--- src/rtl/chess_clock_pkg.sv ---
// Shared game_play types: the screen FSM state seen by the clock engine.
package chess_clock_pkg;

  typedef enum logic [1:0] {
    SETUP_SCREEN  = 2'd0,
    CHESS_SCREEN  = 2'd1,
    RESULT_SCREEN = 2'd2,
    MENU_SCREEN   = 2'd3
  } screen_state_t;

endpackage

--- src/rtl/chess_clock_ctrl.sv ---
// Two-player chess clock engine: centisecond countdown for the side to move,
// per-move increment with saturation, and sticky out-of-time flags.
module chess_clock_ctrl
  import chess_clock_pkg::*;
#(
  parameter int CLK_FREQ_HZ = 50_000_000,
  parameter int INC_CS      = 0,
  parameter int MAX_CS      = 180000
) (
  input  logic          clk,
  input  logic          reset_n,
  input  screen_state_t state,
  input  logic [1:0]    mode_sel,
  input  logic          move_done,
  input  logic          pause,
  output logic [17:0]   white_cs,
  output logic [17:0]   black_cs,
  output logic [17:0]   active_cs,
  output logic          turn,
  output logic          running,
  output logic          tick_100hz,
  output logic          flag_white,
  output logic          flag_black,
  output logic          game_over
);

  localparam logic [1:0] IDLE    = 2'd0;
  localparam logic [1:0] RUN     = 2'd1;
  localparam logic [1:0] PAUSED  = 2'd2;
  localparam logic [1:0] FLAGGED = 2'd3;

  localparam int TICK_DIV = CLK_FREQ_HZ / 100;
  localparam int PW       = (TICK_DIV > 1) ? $clog2(TICK_DIV) : 1;

  localparam logic [PW-1:0] PRE_LAST = PW'(TICK_DIV - 1);
  localparam logic [18:0]   INC_19   = 19'(INC_CS);
  localparam logic [18:0]   MAX_19   = 19'(MAX_CS);
  localparam logic [17:0]   MAX_18   = 18'(MAX_CS);

  logic [1:0]    fsm;
  logic [PW-1:0] prescale;
  logic          in_chess;
  logic          wrap;

  // One extra bit so the increment cannot wrap before the ceiling compare.
  function automatic logic [17:0] add_sat(input logic [17:0] t);
    logic [18:0] sum;
    sum = {1'b0, t} + INC_19;
    return (sum > MAX_19) ? MAX_18 : sum[17:0];
  endfunction

  function automatic logic [17:0] initial_cs(input logic [1:0] sel);
    case (sel)
      2'd0:    return 18'd6000;
      2'd1:    return 18'd18000;
      2'd2:    return 18'd60000;
      default: return 18'd180000;
    endcase
  endfunction

  assign in_chess = (state == CHESS_SCREEN);
  assign wrap     = (prescale == PRE_LAST);

  // NOTE: all state below is updated with non-blocking assignments so every
  // branch reads the pre-edge values; mixing in blocking writes here would
  // make the result depend on statement order.
  always_ff @(posedge clk or negedge reset_n) begin
    if (!reset_n) begin
      fsm        <= IDLE;
      prescale   <= '0;
      white_cs   <= '0;
      black_cs   <= '0;
      turn       <= 1'b0;
      tick_100hz <= 1'b0;
      flag_white <= 1'b0;
      flag_black <= 1'b0;
    end else begin
      tick_100hz <= 1'b0;
      if (!in_chess) fsm <= IDLE;

      if (fsm == IDLE) begin
        prescale <= '0;
        if (state == SETUP_SCREEN) begin
          white_cs   <= initial_cs(mode_sel);
          black_cs   <= initial_cs(mode_sel);
          turn       <= 1'b0;
          flag_white <= 1'b0;
          flag_black <= 1'b0;
        end else if (in_chess) begin
          fsm <= RUN;
        end
      end else if (fsm == PAUSED) begin
        if (in_chess && !pause) fsm <= RUN;
      end else if (fsm == RUN && in_chess) begin
        if (pause) begin
          fsm <= PAUSED;
        end else begin
          prescale   <= wrap ? '0 : prescale + PW'(1);
          tick_100hz <= wrap;
          // A move on the tick edge wins: the decrement is dropped, so no flag.
          if (move_done) begin
            if (!turn) white_cs <= add_sat(white_cs);
            else       black_cs <= add_sat(black_cs);
            turn <= ~turn;
          end else if (wrap) begin
            if (!turn) begin
              if (white_cs != '0) white_cs <= white_cs - 18'd1;
              if (white_cs == 18'd1) begin
                flag_white <= 1'b1;
                fsm        <= FLAGGED;
              end
            end else begin
              if (black_cs != '0) black_cs <= black_cs - 18'd1;
              if (black_cs == 18'd1) begin
                flag_black <= 1'b1;
                fsm        <= FLAGGED;
              end
            end
          end
        end
      end
    end
  end

  assign active_cs = turn ? black_cs : white_cs;
  assign running   = (fsm == RUN);
  assign game_over = flag_white | flag_black;

endmodule

--- config.mk ---
export PLATFORM = sky130hd
export DESIGN_NAME = chess_clock_ctrl
export DESIGN_NICKNAME = d
export VERILOG_FILES = /design/src/rtl/chess_clock_pkg.sv /design/src/rtl/chess_clock_ctrl.sv
export SDC_FILE = /design/constraint.sdc
export NUM_CORES = 1
export LEC_CHECK = 0
export CAP_MARGIN = 20
export CORE_ASPECT_RATIO = 1.2
export CORE_MARGIN = 10
export CORE_UTILIZATION = 39
export DETAILED_ROUTE_END_ITERATION = 7
export GPL_ROUTABILITY_DRIVEN = 0
export PLACE_DENSITY_LB_ADDON = 0.1
export SLEW_MARGIN = 20
export SYNTH_ARGS = -nofsm -noshare
export SYNTH_HDL_FRONTEND = slang
export SYNTH_SLANG_ARGS = --single-unit
--- constraint.sdc ---
create_clock -name clk -period 3.3 [get_ports clk]
set_clock_uncertainty 0.2 [all_clocks]
set_input_delay 0.66 -clock clk [delete_from_list [all_inputs] [get_ports clk]]
set_output_delay 0.66 -clock clk [all_outputs]
set_load 0.005 [all_outputs]
==> metrics.txt <==
status=completed; NetSw=0.00102 W; Post-Syn Area=0.00399 mm²; area leader, netlist=dfrtp_1; initial drt markers=281; TritonCTS clock tree=done; YS warnings=0; Post-synth ARST share=100%; final WL=13500 µm; DRT Pass-1 Iters=5; Flop pwr share=between 30% and 40%; Post-CTS Resized=0; MaxCap Viol Count=0; Min-Delay Path Class=in2async; largest delay contributor family on the critical path=buffers and inverters; Gate Count Post-Synth=between 400 and 500; crit path DAT=1.99 ns; cells on worst reg2reg path=6; Setup crit start=turn; Top-Level Pins=just under 70; DPL Wire Length=9740 µm; worst slew pin tran=between 0.7 and 0.8 ns; cell chain of the critical path=buf_12, mux2_2, clkdlybuf4s50_1; Synth Net Count=512; count of cell types in the netlist=53; top-area cell type share of the netlist area=a little under two fifths; Max clock buf depth=2; Reg-to-Reg End=black_cs[2]; final setup violation count=0; number of synthesized flops with an enable pin=0; Max VDD drop=0.357 mV; placed cell area=0.00488 mm²; Die X=around 110 µm; # DRC=0; most frequent cells in the layout=clkdlybuf4s50_1, dfrtp_1, nand2_1; placed cell count=678; final core occ=52.0%; Worst EP required=2.44 ns; switch share=33.2%; register area=0.00153 mm²; Max stage delay on crit path=0.61 ns; Internal Power=0.00204 W; core area=around 0.01 mm²; H-tree depth=3; CTS sink count=between 60 and 70; vias post-DR=4088; post-synthesis sequential area ratio=between 30% and 40%; min Tclk post-route=2.85 ns; Synth Area per Inst=8.11 µm²; first-pass GRT wire length=21900 µm; P&R area growth vs syn=30.5%; root buf cell=clkbuf_16; ys flop type=dfrtp_1; gr usage total=between 10% and 20%; PwrDens=about 590 mW/mm²; Max Slew Vio Count=0; layout cells sized above 1=10.6%; number of global-route vias before repair=4095; maximum fanout along the worst path=20; worst relative slew slack=a little under half; FF+latch count, synth=just over 60; largest net degree at the start of global routing=32; Worst Setup End Kind=output port; worst r2r src=black_cs[14]; RSZ-0062 raised after global routing=false; final count of hold timing violations=0; gr ovfl total=0; Std-Cell Rows=40; remaining antenna violation count=0; area of the multi-input gates=0.00230 mm²; cts bufs inserted=9; drt via density=between 5 and 6; WP buf/inv=2; antenna violations before repair=0; Net count, final=583; commonest non-fill, non-tap cell in the layout=clkdlybuf4s50_1; initial core utilization=39.9%; Reg clk slew, reported paths=about 0.05 ns; number of fill cells=966; Area contributors post-synth=dfrtp_1, o21ai_0, nand2_1; fmax=350 MHz; # diodes=0; setup TNS=0 ns; R2R Setup Slk=0.52 ns; Clk pwr share=34.3%; kind of critical path=reg2out; fin cells=694; Port-buffer cells=67; leakage power=about 2.1 nW; fin crit share=86.5%; Crit-path slowest cell=dfrtp_1; die area=0.0147 mm²; die height=131 µm; logic gate share of total power=30.9%; fin area=0.00520 mm²; hold_buf cts=0; postcts setup bufs=0; routed wire length per instance=around 20 µm; crit start category=flip-flop; Skew-Pair Late Insertion Delay=0.34 ns
-- logic make-up (layout without fill, tap and decap cells) --
family	Yosys count	after routing	share of synthesized area, %
AOI/OAI and AO/OA	145	145	21.3
xor gates and xnor gates	13	13	2.85
buffers and inverters	41	117	4.23
and+or+nand+nor	204	204	25.1
muxes	16	16	4.45
DFF	61	61	38.3
adders and majority gates	12	12	3.76
-- worst max path at each step --
stage,endpoint,slack (ns),cells after the start
floorplan,black_cs[10],0.67,6
global placement,prescale[18],0.21,6
detailed placement,prescale[14],0.17,6
CTS,active_cs[7],0.46,3
global route,black_cs[16],0.22,7
finish,active_cs[6],0.45,3
-- metal layers --
layer / global-route usage (%) / part of all wire, % / wire [µm] / up-vias
met4: 7.03 / 1.8 / 249 / 0
met1: 21.8 / 43 / 5780 / 1981
met5: 0 / 0 / 0 / -
li1: - / - / - / 1935
met2: 30.8 / 48 / 6460 / 150
met3: 5.75 / 7.3 / 988 / 22
-- worst register-to-register path, delay by kind of cell (launching register included) --
| family | cells | cell delay (ns) |
|---|---|---|
| AO/OA/AOI/OAI | 2 | 0.49 |
| flip-flops | 1 | 0.37 |
| AND/OR/NAND/NOR | 4 | 1.58 |
-- area by class of cell --
type | instances | area share (%)
clock buffer | 12 | 4.93
multi-input combinational | 390 | 44.1
timing repair buffer | 88 | 16.3
inverter | 13 | 0.938
sequential | 61 | 29.3
clock inverter | 4 | 1.35
tap | 126 | 3.03
-- synthesized netlist by cell type (all sizes together) (2+ instances only) --
library cell and number:
nand3 13, nand4 12, nor2b 2, buf 7, o31ai 7, a31o 2, mux2i 2, nand2b 3
o21a 4, a21oi 35, a31oi 15, a21o 4, nor3 16, or4 5, clkbuf 21, ha 12
o21ai 61, dfrtp 61, nand3b 2, nor2 51, inv 13, xnor2 3, and4b 2, xor2 10
nand4b 3, or3 7, nor4b 2, or2 4, a211oi 4, and3 9, nand2 60, mux2 14
nor4 10, a32o 2
-- power by group through the flow --
stage                     logic, W  clock network (W)  registers, W
after floorplan           0.000447                  0      0.000999
after global placement    0.000940                  0       0.00107
after detailed placement  0.000945                  0       0.00107
after CTS                 0.000955            0.00106       0.00106
after global routing       0.00105            0.00110       0.00108
final                     0.000946            0.00105       0.00106
-- sequential cells by signal, indices dropped and copies added (netlist names) --
| name | count |
|---|---|
| turn | 1 |
| tick_100hz | 1 |
| black_cs | 18 |
| prescale | 19 |
| flag_white | 1 |
| white_cs | 18 |
| fsm | 2 |
| flag_black | 1 |
-- stage by stage --
step | worst slack (ns) | hold WS, ns | power, W
finish | 0.446 | 0.197 | 0.00306
global route | 0.219 | 0.252 | 0.00323
detailed placement | 0.174 | 0.294 | 0.00202
floorplan | 0.673 | 0.164 | 0.00145
CTS | 0.458 | 0.222 | 0.00308
global placement | 0.210 | 0.285 | 0.00201
Power figures use the tool's default switching activity.
